$ cat src/rtl/bnn_output_layer.sv
// Binarised output layer: a serially loaded weight/threshold store and a
// sequential evaluator that scores one neuron per cycle with XNOR-popcount,
// reports per-neuron threshold hits and the index of the best-scoring neuron.
module bnn_output_layer #(
  parameter int N_IN  = 16,
  parameter int N_OUT = 8,
  parameter int THR_W = 5
) (
  input  logic              clk,
  input  logic              reset,
  input  logic              setup,
  input  logic              param_in,
  output logic              param_out,
  input  logic [N_IN-1:0]   hidden,
  input  logic              start,
  output logic              busy,
  output logic              class_valid,
  output logic [2:0]        class_out,
  output logic [N_OUT-1:0]  fire_mask
);

  localparam int FIELD_W = N_IN + THR_W;
  localparam int P_W     = N_OUT * FIELD_W;
  localparam int K_W     = (N_OUT > 1) ? $clog2(N_OUT) : 1;
  localparam int SCORE_W = $clog2(N_IN + 1);
  localparam int CMP_W   = (SCORE_W > THR_W) ? SCORE_W : THR_W;
  localparam logic [K_W-1:0] K_LAST = K_W'(N_OUT - 1);

  typedef enum logic [1:0] {
    IDLE = 2'd0,
    EVAL = 2'd1,
    DONE = 2'd2
  } state_t;

  // Number of agreeing bit positions between the hidden vector and a weight row.
  function automatic logic [CMP_W-1:0] match_count(
    input logic [N_IN-1:0] a,
    input logic [N_IN-1:0] b
  );
    logic [CMP_W-1:0] cnt;
    cnt = {CMP_W{1'b0}};
    for (int i = 0; i < N_IN; i++) begin
      cnt = cnt + {{(CMP_W-1){1'b0}}, ~(a[i] ^ b[i])};
    end
    return cnt;
  endfunction

  state_t             state_r;
  state_t             state_nx_s;
  logic [P_W-1:0]     p_r;
  logic [N_IN-1:0]    h_r;
  logic [K_W-1:0]     k_r;
  logic [K_W-1:0]     best_r;
  logic [CMP_W-1:0]   best_score_r;
  logic [N_OUT-1:0]   fire_work_r;

  logic [N_IN-1:0]    w_arr_s   [N_OUT];
  logic [THR_W-1:0]   thr_arr_s [N_OUT];
  logic [N_IN-1:0]    w_s;
  logic [CMP_W-1:0]   thr_s;
  logic [CMP_W-1:0]   score_s;
  logic               fire_s;
  logic               better_s;
  logic [N_OUT-1:0]   fire_nx_s;
  logic [K_W-1:0]     best_nx_s;
  logic [CMP_W-1:0]   best_score_nx_s;
  logic               eval_go_s;
  logic               start_go_s;

  // The chain tail is the top bit of the store, visible in every mode.
  assign param_out = p_r[P_W-1];

  // Split the flat store into per-neuron weight and threshold fields.
  always_comb begin
    for (int i = 0; i < N_OUT; i++) begin
      w_arr_s[i]   = p_r[i*FIELD_W +: N_IN];
      thr_arr_s[i] = p_r[i*FIELD_W + N_IN +: THR_W];
    end
  end

  // Score the current neuron and fold it into the running mask and best index.
  always_comb begin
    w_s             = w_arr_s[k_r];
    thr_s           = CMP_W'(thr_arr_s[k_r]);
    score_s         = match_count(h_r, w_s);
    fire_s          = (score_s >= thr_s);
    better_s        = (score_s > best_score_r);
    fire_nx_s       = fire_work_r;
    fire_nx_s[k_r]  = fire_s;
    if (better_s) begin
      best_nx_s       = k_r;
      best_score_nx_s = score_s;
    end else begin
      best_nx_s       = best_r;
      best_score_nx_s = best_score_r;
    end
  end

  // Accept a request only from IDLE with no parameter load; setup aborts an evaluation.
  always_comb begin
    state_nx_s = state_r;
    start_go_s = 1'b0;
    eval_go_s  = 1'b0;
    case (state_r)
      IDLE: begin
        if (start && !setup) begin
          state_nx_s = EVAL;
          start_go_s = 1'b1;
        end else begin
          state_nx_s = IDLE;
        end
      end
      EVAL: begin
        if (setup) begin
          state_nx_s = IDLE;
        end else if (k_r == K_LAST) begin
          state_nx_s = DONE;
          eval_go_s  = 1'b1;
        end else begin
          state_nx_s = EVAL;
          eval_go_s  = 1'b1;
        end
      end
      DONE: begin
        state_nx_s = IDLE;
      end
      default: begin
        state_nx_s = IDLE;
      end
    endcase
  end

  // State register with busy/class_valid registered from the next state.
  always_ff @(posedge clk) begin
    if (reset) begin
      state_r     <= IDLE;
      busy        <= 1'b0;
      class_valid <= 1'b0;
    end else begin
      state_r     <= state_nx_s;
      busy        <= (state_nx_s == EVAL);
      class_valid <= (state_nx_s == DONE);
    end
  end

  // Parameter shift chain; it shifts whenever setup is high, whatever the FSM does.
  always_ff @(posedge clk) begin
    if (reset) begin
      p_r <= {P_W{1'b0}};
    end else if (setup) begin
      p_r <= {p_r[P_W-2:0], param_in};
    end else begin
      p_r <= p_r;
    end
  end

  // Evaluation datapath; results are committed only on the final neuron so an
  // aborted run never disturbs the visible outputs.
  always_ff @(posedge clk) begin
    if (reset) begin
      h_r          <= {N_IN{1'b0}};
      k_r          <= {K_W{1'b0}};
      best_r       <= {K_W{1'b0}};
      best_score_r <= {CMP_W{1'b0}};
      fire_work_r  <= {N_OUT{1'b0}};
      class_out    <= 3'd0;
      fire_mask    <= {N_OUT{1'b0}};
    end else if (start_go_s) begin
      h_r          <= hidden;
      k_r          <= {K_W{1'b0}};
      best_r       <= {K_W{1'b0}};
      best_score_r <= {CMP_W{1'b0}};
      fire_work_r  <= {N_OUT{1'b0}};
    end else if (eval_go_s) begin
      k_r          <= k_r + {{(K_W-1){1'b0}}, 1'b1};
      best_r       <= best_nx_s;
      best_score_r <= best_score_nx_s;
      fire_work_r  <= fire_nx_s;
      if (k_r == K_LAST) begin
        class_out <= 3'(best_nx_s);
        fire_mask <= fire_nx_s;
      end else begin
        class_out <= class_out;
        fire_mask <= fire_mask;
      end
    end else begin
      h_r          <= h_r;
      k_r          <= k_r;
    end
  end

endmodule

$ cat config.mk
export PLATFORM = sky130hd
export DESIGN_NAME = bnn_output_layer
export DESIGN_NICKNAME = d
export VERILOG_FILES = /design/src/rtl/bnn_output_layer.sv
export SDC_FILE = /design/constraint.sdc
export NUM_CORES = 1
export LEC_CHECK = 0
export BUFFER_PORTS_ARGS = -buffer_cell sky130_fd_sc_hd__buf_4
export CELL_PAD_IN_SITES_DETAIL_PLACEMENT = 1
export CELL_PAD_IN_SITES_GLOBAL_PLACEMENT = 1
export CORE_MARGIN = 5
export CORE_UTILIZATION = 48
export DETAILED_ROUTE_END_ITERATION = 8
export HOLD_SLACK_MARGIN = 0.05
export PLACE_DENSITY_LB_ADDON = 0.2
export SLEW_MARGIN = 25
export SYNTH_ARGS = -nofsm -noshare
export SYNTH_HDL_FRONTEND = slang
export SYNTH_SLANG_ARGS = --single-unit
$ cat constraint.sdc
create_clock -name clk -period 8.6 [get_ports clk]
set_input_delay 0.43 -clock clk [delete_from_list [all_inputs] [get_ports clk]]
set_output_delay 0.43 -clock clk [all_outputs]
set_load 0.05 [all_outputs]
=== After elaboration in Yosys (flattened, before gate mapping) ===
Index checks and enable logic that the tools add are counted.

* Flip-flop bits (word level): 218
* Logic and storage cells: 95
* Output and inout port bits: 14

* Reductions and logical operators: 7
* Muxes and demuxes: 18
* $add $sub $neg: 16
* Equal/unequal tests: 4
* $lt $le $gt $ge: 5
* Bitwise logic cells: 34

{| class="wikitable"
|+ Operator list
! operator !! number
|-
| $add A5 B1 Y5 || 11
|-
| $bmux W16 S3 || 1
|-
| $mux W16 || 2
|-
| $not A1 Y1 || 17
|-
| $xor A1 B1 Y1 || 16
|-
| $bmux W5 S3 || 1
|-
| $mux W5 || 2
|-
| $bwmux W8 || 1
|-
| $mux W1 || 6
|-
| $add A4 B1 Y5 || 1
|-
| $ge A5 B5 Y1 || 1
|-
| $gt A5 B5 Y1 || 1
|-
| $add A3 B1 Y4 || 1
|-
| $eq A2 B1 Y1 const B || 2
|-
| $ge A4 B4 Y1 const B || 1
|-
| $lt A3 B4 Y1 const B || 1
|-
| $mux W2 || 2
|-
| $not A3 Y4 || 1
|-
| $pmux W2 S2 || 1
|-
| $add A2 B1 Y3 || 1
|-
| $add A3 B1 Y3 const B || 1
|-
| $demux W1 S3 || 1
|-
| $eq A3 B3 Y1 const B || 1
|-
| $ge A3 B1 Y1 const B || 1
|-
| 9 further kinds || 10
|}

=== Depth between registers and ports, before layout ===
Gate-level depths: netlist of run 1.

* Depth in word-level cells: 23
* Depth in mapped cells: 27
* Mapped depth without buffers: 23

=== Least setup slack after synthesis of run 1 ===
Ideal clock, no wire load.

* Path kind: register to register
* Start point: register k_r[0]
* End point: register best_r[0]
* Library setup time: 0.120 ns
* Stages on the path, launching flop included: 26
* Arrival: 6.372 ns
* Path slack: 2.108 ns
* Buffers on the path: 4
* Clock period less this slack: 6.492 ns
* Data required time: 8.480 ns
* Cell sequence: dfxtp_1 > buf_2 > buf_1 > nor2_1 > and2_1 > clkbuf_1 > clkbuf_1 > a22oi_1 > nand4_1 > xnor2_1 > fa_1 > inv_1 > fa_1 > fa_1 > inv_1 > fa_1 > ha_1 > fa_1 > a21oi_1 > nor2b_1 > ha_1 > nand3_1 > or3_4 > a311oi_4 > mux2i_1 > nor2_2

* Longest elaborated chain between the ends: 23
* Elaborated cells on any way between the ends: 53
* Those cells by class: add/sub (15); order compare (1); mux (4); bitwise (33)

{| class="wikitable"
|+ RTL lines
! what !! line !! RTL
|-
| from (decl) || 52 || <nowiki>logic [K_W-1:0] k_r;</nowiki>
|-
| from (signal assigned) || 162 || <nowiki>k_r <= {K_W{1'b0}};</nowiki>
|-
| from (signal assigned) || 170 || <nowiki>k_r <= {K_W{1'b0}};</nowiki>
|-
| from (signal assigned) || 175 || <nowiki>k_r <= k_r + {{(K_W-1){1'b0}}, 1'b1};</nowiki>
|-
| $not A3 Y4 (not written as such) * || 83 || <nowiki>w_s = w_arr_s[k_r];</nowiki>
|-
| $bmux W16 S3 * || 83 ||
|-
| $mux W16 (not written as such) * (2 in series) || 83 ||
|-
| $xor A1 B1 Y1 || 43 || <nowiki>cnt = cnt + {{(CMP_W-1){1'b0}}, ~(a[i] ^ b[i])};</nowiki>
|-
| $not A1 Y1 || 43 ||
|-
| $add A1 B1 Y2 || 43 ||
|-
| $add A2 B1 Y3 || 43 ||
|-
| $add A3 B1 Y4 || 43 ||
|-
| $add A4 B1 Y5 || 43 ||
|-
| $add A5 B1 Y5 (10 in series) || 43 ||
|-
| $add A5 B1 Y5 * || 43 ||
|-
| via score_s[4] || 61 || <nowiki>logic [CMP_W-1:0] score_s;</nowiki>
|-
| $gt A5 B5 Y1 * || 87 || <nowiki>better_s = (score_s > best_score_r);</nowiki>
|-
| $mux W3 * || 90 || <nowiki>if (better_s) begin</nowiki>
|-
| to (signal assigned) || 163 || <nowiki>best_r <= {K_W{1'b0}};</nowiki>
|-
| to (signal assigned) || 171 || <nowiki>best_r <= {K_W{1'b0}};</nowiki>
|-
| to (signal assigned) || 176 || <nowiki>best_r <= best_nx_s;</nowiki>
|-
| to (decl) || 53 || <nowiki>logic [K_W-1:0] best_r;</nowiki>
|}

The timed path passes the listed nets; every way through them passes the cells marked *. The select of a mux whose other input is x is not followed.
A chain may end at the register's enable or synchronous reset.

=== Worst setup path in the final report of run 1 ===
* Start point: register k_r[0]
* End point: register best_score_r[3]

* Longest elaborated chain between the ends: 23
* Elaborated cells on any way between the ends: 53
* Those cells by class: add/sub (15); order compare (1); mux (3); bitwise (33); reduce/logical (1)

{| class="wikitable"
|+ RTL lines
! what !! line !! RTL
|-
| $not A3 Y4 (not written as such) * || 83 ||
|-
| $bmux W16 S3 * || 83 ||
|-
| $mux W16 (not written as such) * (2 in series) || 83 ||
|-
| $xor A1 B1 Y1 || 43 ||
|-
| $not A1 Y1 || 43 ||
|-
| $add A1 B1 Y2 || 43 ||
|-
| $add A2 B1 Y3 || 43 ||
|-
| $add A3 B1 Y4 || 43 ||
|-
| $add A4 B1 Y5 || 43 ||
|-
| $add A5 B1 Y5 (10 in series) || 43 ||
|-
| $add A5 B1 Y5 * || 43 ||
|-
| via score_s[4] || 61 ||
|-
| $gt A5 B5 Y1 * || 87 ||
|-
| $reduce_and A2 Y1 (no line) * || -- ||
|-
| to (signal assigned) || 164 || <nowiki>best_score_r <= {CMP_W{1'b0}};</nowiki>
|-
| to (signal assigned) || 172 || <nowiki>best_score_r <= {CMP_W{1'b0}};</nowiki>
|-
| to (signal assigned) || 177 || <nowiki>best_score_r <= best_score_nx_s;</nowiki>
|-
| to (decl) || 54 || <nowiki>logic [CMP_W-1:0] best_score_r;</nowiki>
|}

Marked as above.

==> results of run 1 <==
==> worst min-delay path by stage <==
stage | end | slack, ns | cells after the start
global placement | fire_mask[7] | 0.45 | 2
detailed placement | fire_mask[1] | 0.47 | 2
finish | h_r[5] | 0.16 | 3
floorplan | h_r[14] | 0.45 | 2
CTS | h_r[4] | 0.15 | 3
global route | h_r[4] | 0.15 | 3
==> state kept, by name, indices dropped and copies added (netlist names) <==
register,cells
p_r,168
h_r,16
fire_mask,8
fire_work_r,8
best_score_r,5
best_r,3
class_out,3
k_r,3
state_r,2
busy,1
class_valid,1
==> routing by layer <==
| layer | GRT usage [%] | share of wire (%) | up-vias |
|---|---|---|---|
| li1 | - | - | 3451 |
| met3 | 3.01 | 3.0 | 38 |
| met1 | 30.4 | 45 | 3524 |
| met2 | 38.4 | 49 | 107 |
| met4 | 5.58 | 2.3 | 0 |
| met5 | 0 | 0 | - |
==> cell type report <==
type	count	area share [%]
Clock inverter	4	0.211
Timing Repair Buffer	49	3.54
Sequential cell	218	40.8
Clock buffer	39	6.99
Inverter	18	0.632
Multi-Input combinational cell	672	44.7
Tap cell	265	3.10
==> worst register-to-register path, stage by stage (launching register included) <==
cell,delay (ns)
dfxtp_1,0.96
nand2_1,0.19
nor2_1,0.62
buf_4,0.36
a22oi_1,0.12
nand4_1,0.16
xor2_1,0.22
fa_1,0.50
fa_1,0.52
fa_1,0.55
inv_1,0.05
fa_1,0.48
ha_1,0.25
fa_1,0.43
a21oi_1,0.17
nor2b_1,0.10
ha_1,0.32
nand3_1,0.10
or3_4,0.35
a311oi_4,0.62
mux2i_1,0.31
nor2_2,0.05
==> Yosys cell counts, types with 6 or more instances <==
cell      instances  area (um^2)
dfxtp_1         218         4360
a22oi_1          65          488
nand2_1          53          199
a311oi_1          8         70.1
inv_1            18         67.6
nor2_1          179          672
nand4_1          16          100
ha_1             15          188
o21ai_0           9         45.0
nor2_2            8         50.1
xor2_1            6         52.6
mux2i_1         186         1860
clkbuf_1         50          188
fa_1             10          200
xnor2_1          13          114
a32oi_1           7         61.3
a21oi_1          35          175
nor2b_1           9         56.3
buf_1            20         75.1
==> power groups by stage <==
stage	sequential, mW	combinational, mW	clock (mW)
global route	1.02	0.465	1.07
global placement	1.05	0.404	0
detailed placement	1.05	0.416	0
CTS	1.02	0.421	1.02
floorplan	1.04	0.306	0
finish	1.02	0.420	0.996
==> stage by stage <==
step                power [mW]  area, um^2  hold WS, ns  utilization (%)  cells
detailed placement        1.46        9930        0.466             51.0   1222
global placement          1.45        9930        0.452             51.0   1222
finish                    2.44       10700        0.165             55.0   1265
global route              2.55       10700        0.150             55.0   1265
CTS                       2.47       10700        0.147             55.0   1265
floorplan                 1.35        9480        0.448                -    982
==> cells by family after synthesis <==
kind of cell / count (synthesis) / synth area share, %
AOI/OAI and AO/OA: 148 / 11.1
xor gates and xnor gates: 20 / 2.01
and+or+nand+nor: 290 / 13.1
muxes: 189 / 20.0
adders and majority gates: 25 / 4.09
buffers and inverters: 92 / 3.69
DFF: 218 / 46.0
==> impl_results.md, run 1 <==
- Status: finished clean
- Clock latency on the worst-skew pair: 0.52 ns
- Slowest CP cell: dfxtp_1
- Layout area overhead: 12.8%
- Cts bufs inserted: 24
- CP cell instances: nand2_1 > nor2_1 > buf_4 > a22oi_1 > nand4_1 > xor2_1 > fa_1 > fa_1 > fa_1 > inv_1 > fa_1 > ha_1 > fa_1 > a21oi_1 > nor2b_1 > ha_1 > nand3_1 > or3_4 > a311oi_4 > mux2i_1 > nor2_2
- Drt initial violations: 357
- First-pass GRT wire length: 41100 um
- PD cells: 228 nW/um^2
- Pre-CTS WS: 1.04 ns
- Fmax: 0.132 GHz
- Tcrit/Tclk final: 88.0%
- Synth Flop Type: dfxtp_1
- Via/cell ratio: 5.63
- Reg-to-reg endpoint: best_score_r[3]
- Global Route Usage Sum: 22.6%
- Multi-input gate area: 4780 um^2
- CORE AREA: 19500 um^2
- Worst EP required: 8.98 ns
- Antenna violations before repair: 0
- Seq/Total Area, Yosys: 46.0%
- Setup slack after layout: 1.03 ns
- Most common cell after layout, fill and taps aside: dfxtp_1
- Slowest Stage Delay on Critical Path: 0.96 ns
- Final Max Slew Viols: 0
- WL final: 25100 um
- Unrepaired setup endpoints after global routing: false
- Vias post-DR: 7120
- CTS tree: built
- Distinct cells, synth: 52
- Power share of the clock group: 40.8%
- Clock transition at path regs: 0.06 ns
- Largest net degree at the start of global routing: 121
- Final setup vio count: 0
- H-tree levels: 1
- FILL cells: 2148
- Detailed-route DRC error count: 0
- Diode count: 0
- FF-to-FF path depth: 21
- WL/cell: 19.8 um
- Setup bufs post-CTS: 0
- Sw Ratio: 27.2%
- Final min period: 7.57 ns
- Synth Instances: 982
- Cell leakage power: 4.35 nW
- Most frequent cells in the layout: dfxtp_1, mux2i_1, nor2_1, a22oi_1, nand2_1
- Top Ports: 35
- # nets final: 1029
- Post-synth EDFFs: 0
- FP Rows: 51
- CP most frequent cell: fa_1
- Yosys warning count: 0
- Critical path fanouts, max: 25
- HP Start: hidden[5]
- Initial core utilization: 48.7%
- Vias in the first global route: 7439
- Crit. End Element: flop
- Die area: 22700 um^2
- # Max-Cap Violations: 0
- CP endpoint: best_score_r[3]
- Top delay family on crit path: adder cells
- I/O Buffers: 34
- Setup Skew: 0.0127 ns
- CTS max path bufs: 3
- Mapped Avg Cell Area: 9.66 um^2
- DP HPWL: 16300 um
- Critical path depth: 21
- HP Class: in -> reg
- Worst setup SP type: flop
- Cts hold-fix bufs: 0
- Post-synthesis register bit count: 218
- R2r setup slk: 1.03 ns
- Worst Max-Slew Pin Slew: 1.07 ns
- Crit Path Class: reg -> reg
- Net Switching: 0.663 mW
- CTS root buffer: clkbuf_16
- Overflow after GRT: 0
- Hold Fails Final Rpt: 0
- FF+latch area: 4360 um^2
- Net Count, Synth: 1028
- Crit path arrival time: 7.95 ns
- Internal power: 1.78 mW
- Seq pwr share: 42.0%
- Critical Path Source: k_r[0]
- Async SR Flop Fraction: 0%
- Final GP Congestion: 0.835
- Remaining antenna violation count: 0
- Setup TNS: 0 ns
- Relative slew slack: 28.7%
- Chip Height: 151 um
- Die X: 151 um
- Maximum VDD drop: 0.000161 V
- DR pass1 iterations: 5
- Buf/Inv on CP: 2
- Post_cts resized: 0
- Reg-to-reg critical path startpoint: k_r[0]
- Gate power share: 17.2%
- Share of layout cells above drive strength 1: 10.4%
- CTS sink count: 218
- Mapped Area: 9480 um^2
(Power assumes the default switching activity.)
==> inputs of run 2 (changes only) <==
--- a/config.mk
+++ b/config.mk
@@ -5,11 +5,12 @@
 export SDC_FILE = /design/constraint.sdc
 export NUM_CORES = 1
 export LEC_CHECK = 0
+export ABC_AREA = 1
 export BUFFER_PORTS_ARGS = -buffer_cell sky130_fd_sc_hd__buf_4
 export CELL_PAD_IN_SITES_DETAIL_PLACEMENT = 1
 export CELL_PAD_IN_SITES_GLOBAL_PLACEMENT = 1
 export CORE_MARGIN = 5
-export CORE_UTILIZATION = 48
+export CORE_UTILIZATION = 46
 export DETAILED_ROUTE_END_ITERATION = 8
 export HOLD_SLACK_MARGIN = 0.05
 export PLACE_DENSITY_LB_ADDON = 0.2
==> run 2 against run 1 <==
  * Setup slack better by 0.24 ns
  * Cell count rose by 24%
  * Flip-flop and latch count unchanged
  * Via count up 22%
  * Critical path depth increased by 4
  * Highest routed layer unchanged
  * Sequential power up 11%
  * Register-to-register slack improved by 0.24 ns
  * Non-clock buffer count is 7 lower
  * Wire length increased by 20%
  * Global-route usage rose by 2.3 points
  * Critical endpoint is now best_r[0]
  * Synthesized cell count grew 32%
  * Cell area hardly changed
==> impl_results.md, run 2 <==
- Non-filler instance count after layout: 1570
- Crit Path Class: reg -> reg
- Chip Height: 154 um
- Top Ports: 35
- Max reg flops: 168
- Global Route Usage Sum: 24.9%
- Largest regs: p_r: 168 flops, h_r: 16 flops
- Clock transition at path regs: 0.06 ns
- CTS tree: built
- FF+latch area: 4360 um^2
- Final setup vio count: 0
- Worst setup SP type: flop
- Reg-to-reg critical path startpoint: k_r[0]
- # nets final: 1329
- Crit. End Element: flop
- Final GP Congestion: 0.845
- WL/cell: 19.2 um
- Biggest register: p_r
- WL final: 30100 um
- Status: finished clean
- Tcrit/Tclk final: 85.2%
- HP Start: hidden[2]
- Cell taking the most area after synthesis: dfxtp_1
- Remaining antenna violation count: 0
- Fmax: 0.137 GHz
- Vias in the first global route: 8714
- Net Count, Synth: 1340
- Worst Hold End: h_r[2]
- Vias post-DR: 8702
- CTS sink count: 218
- Placed Area: 9880 um^2
- Diode count: 0
- Met1 wire length: 13900 um
- Met2 routed WL: 13800 um
- DP HPWL: 20200 um
- Yosys top cell area share: 45.7%
- Seq/Total Area, Yosys: 45.7%
- Most common cell after layout, fill and taps aside: nor2_1
- CTS max path bufs: 3
- Largest cells by area after synthesis: dfxtp_1, nor2_1, o21ai_0
- Most frequent cell after synthesis: nor2_1
- FP Rows: 52
- Synth Instances: 1294
- Die X: 154 um
- Setup bufs post-CTS: 0
- Largest net degree at the start of global routing: 112
- Layout area overhead: 12.0%
- Hold path depth: 3
- R2r setup slk: 1.28 ns
- Multi-input gate area: 4450 um^2
- CORE AREA: 20400 um^2
- CTS root buffer: clkbuf_16
- Share of layout cells above drive strength 1: 8.62%
- Distinct cells, synth: 35
- Worst Max-Slew Pin Slew: 0.959 ns
- Via/cell ratio: 5.54
- HP Class: in -> reg
- Cts bufs inserted: 24
- DR pass1 iterations: 5
- Overflow after GRT: 0
- Reg-to-reg endpoint: best_r[0]
- Hold Fails Final Rpt: 0
- Met3 Wirelength: 1810 um
- Post-Place Cells: 1527
- Post-synth EDFFs: 0
- H-tree levels: 1
- Setup TNS: 0 ns
- # Max-Cap Violations: 0
- FILL cells: 2556
- Relative slew slack: 36.1%
- Mapped Avg Cell Area: 7.38 um^2
- PD cells: 310 nW/um^2
- Highest routed layer: met4
- I/O Buffers: 34
- Drt initial violations: 568
- Critical path fanouts, max: 16
- Setup Skew: 0.0125 ns
- Post-layout util: 52.5%
- Most frequent cells in the layout: nor2_1, dfxtp_1, o21ai_0, nand2_1, inv_1
- Worst EP required: 9.00 ns
- First-pass GRT wire length: 48100 um
- Total power: 3.31 mW
- Post_cts resized: 0
- Unrepaired setup endpoints after global routing: false
- Final instance area: 10700 um^2
- FF-to-FF path depth: 25
- Cts hold-fix bufs: 0
- Initial core utilization: 46.9%
- Yosys warning count: 0
- Synth cell count leaders: nor2_1, dfxtp_1, o21ai_0
- Cell leakage power: 4.57 nW
- Die area: 23700 um^2
- Async SR Flop Fraction: 0%
- Final min period: 7.32 ns
- Mapped Area: 9550 um^2
- Crit path arrival time: 7.73 ns
- Final Max Slew Viols: 0
- Synth Flop Type: dfxtp_1
- Maximum VDD drop: 0.000193 V
- Post-synthesis register bit count: 218
- Detailed-route DRC error count: 0
- Clock latency on the worst-skew pair: 0.52 ns
- Antenna violations before repair: 0
-- run 2: how the worst max path moves through the flow --
stage                     startpoint   endpoint  slack [ns]  cells after the start
after global routing          k_r[0]  best_r[0]        0.74                     24
after global placement        k_r[0]  best_r[0]        1.68                     24
after floorplan               k_r[2]  best_r[1]        2.91                     28
after CTS                     k_r[0]  best_r[2]        1.30                     25
final                         k_r[0]  best_r[0]        1.28                     25
after detailed placement      k_r[0]  best_r[2]        1.48                     26
-- run 2: stage by stage --
step                      worst slack (ns)  hold slack [ns]
final                                 1.28            0.140
after global routing                 0.739            0.151
after CTS                             1.30            0.119
after detailed placement              1.48            0.468
after global placement                1.68            0.464
after floorplan                       2.91            0.441
-- run 2: area by class of cell --
type	count	share of cell area [%]
well taps	270	3.16
multi-input cells	888	41.6
clock inverters	8	1.11
inverters	109	3.87
flip-flops and latches	218	40.8
repair buffers	42	2.95
clock buffers	35	6.57
-- run 2: power by group --
| group | switching [mW] | internal, mW |
|---|---|---|
| registers | 0.0518 | 1.08 |
| logic | 0.745 | 0.363 |
| clock network | 0.419 | 0.656 |
| total | 1.22 | 2.10 |
-- run 2: critical path, cell delays in order (launching register included) --
cell and delay, ns:
dfxtp_1 0.81, inv_2 0.28, nor2_1 0.47, buf_4 0.37
nand2_1 0.08, nand2_1 0.07, nor2_1 0.04, o2111ai_1 0.14
xor2_1 0.23, fa_1 0.46, fa_1 0.47, fa_1 0.56
inv_1 0.06, fa_1 0.49, ha_1 0.24, fa_1 0.39
nand2_1 0.12, a21boi_0 0.17, ha_1 0.34, nand2_1 0.07
nor2_1 0.16, nand4_1 0.12, nand3_1 0.19, nand3_1 0.44
o21ai_0 0.37, nor2_1 0.06
-- run 2: cells by family (layout without fill, tap and decap cells) --
family	Yosys count	after routing	share of synthesized area [%]
simple gates	500	500	21.3
compound gates	353	353	20.2
flops	218	218	45.7
buf+inv	188	194	7.80
fa+ha+maj	25	25	4.06
xor+xnor	10	10	0.917
-- run 2: layer usage --
layer  vias up  global-route usage [%]
li1       4227                       -
met1      4257                    34.7
met2       175                    40.3
met3        43                    4.75
met4         0                    5.59
met5         -                       0
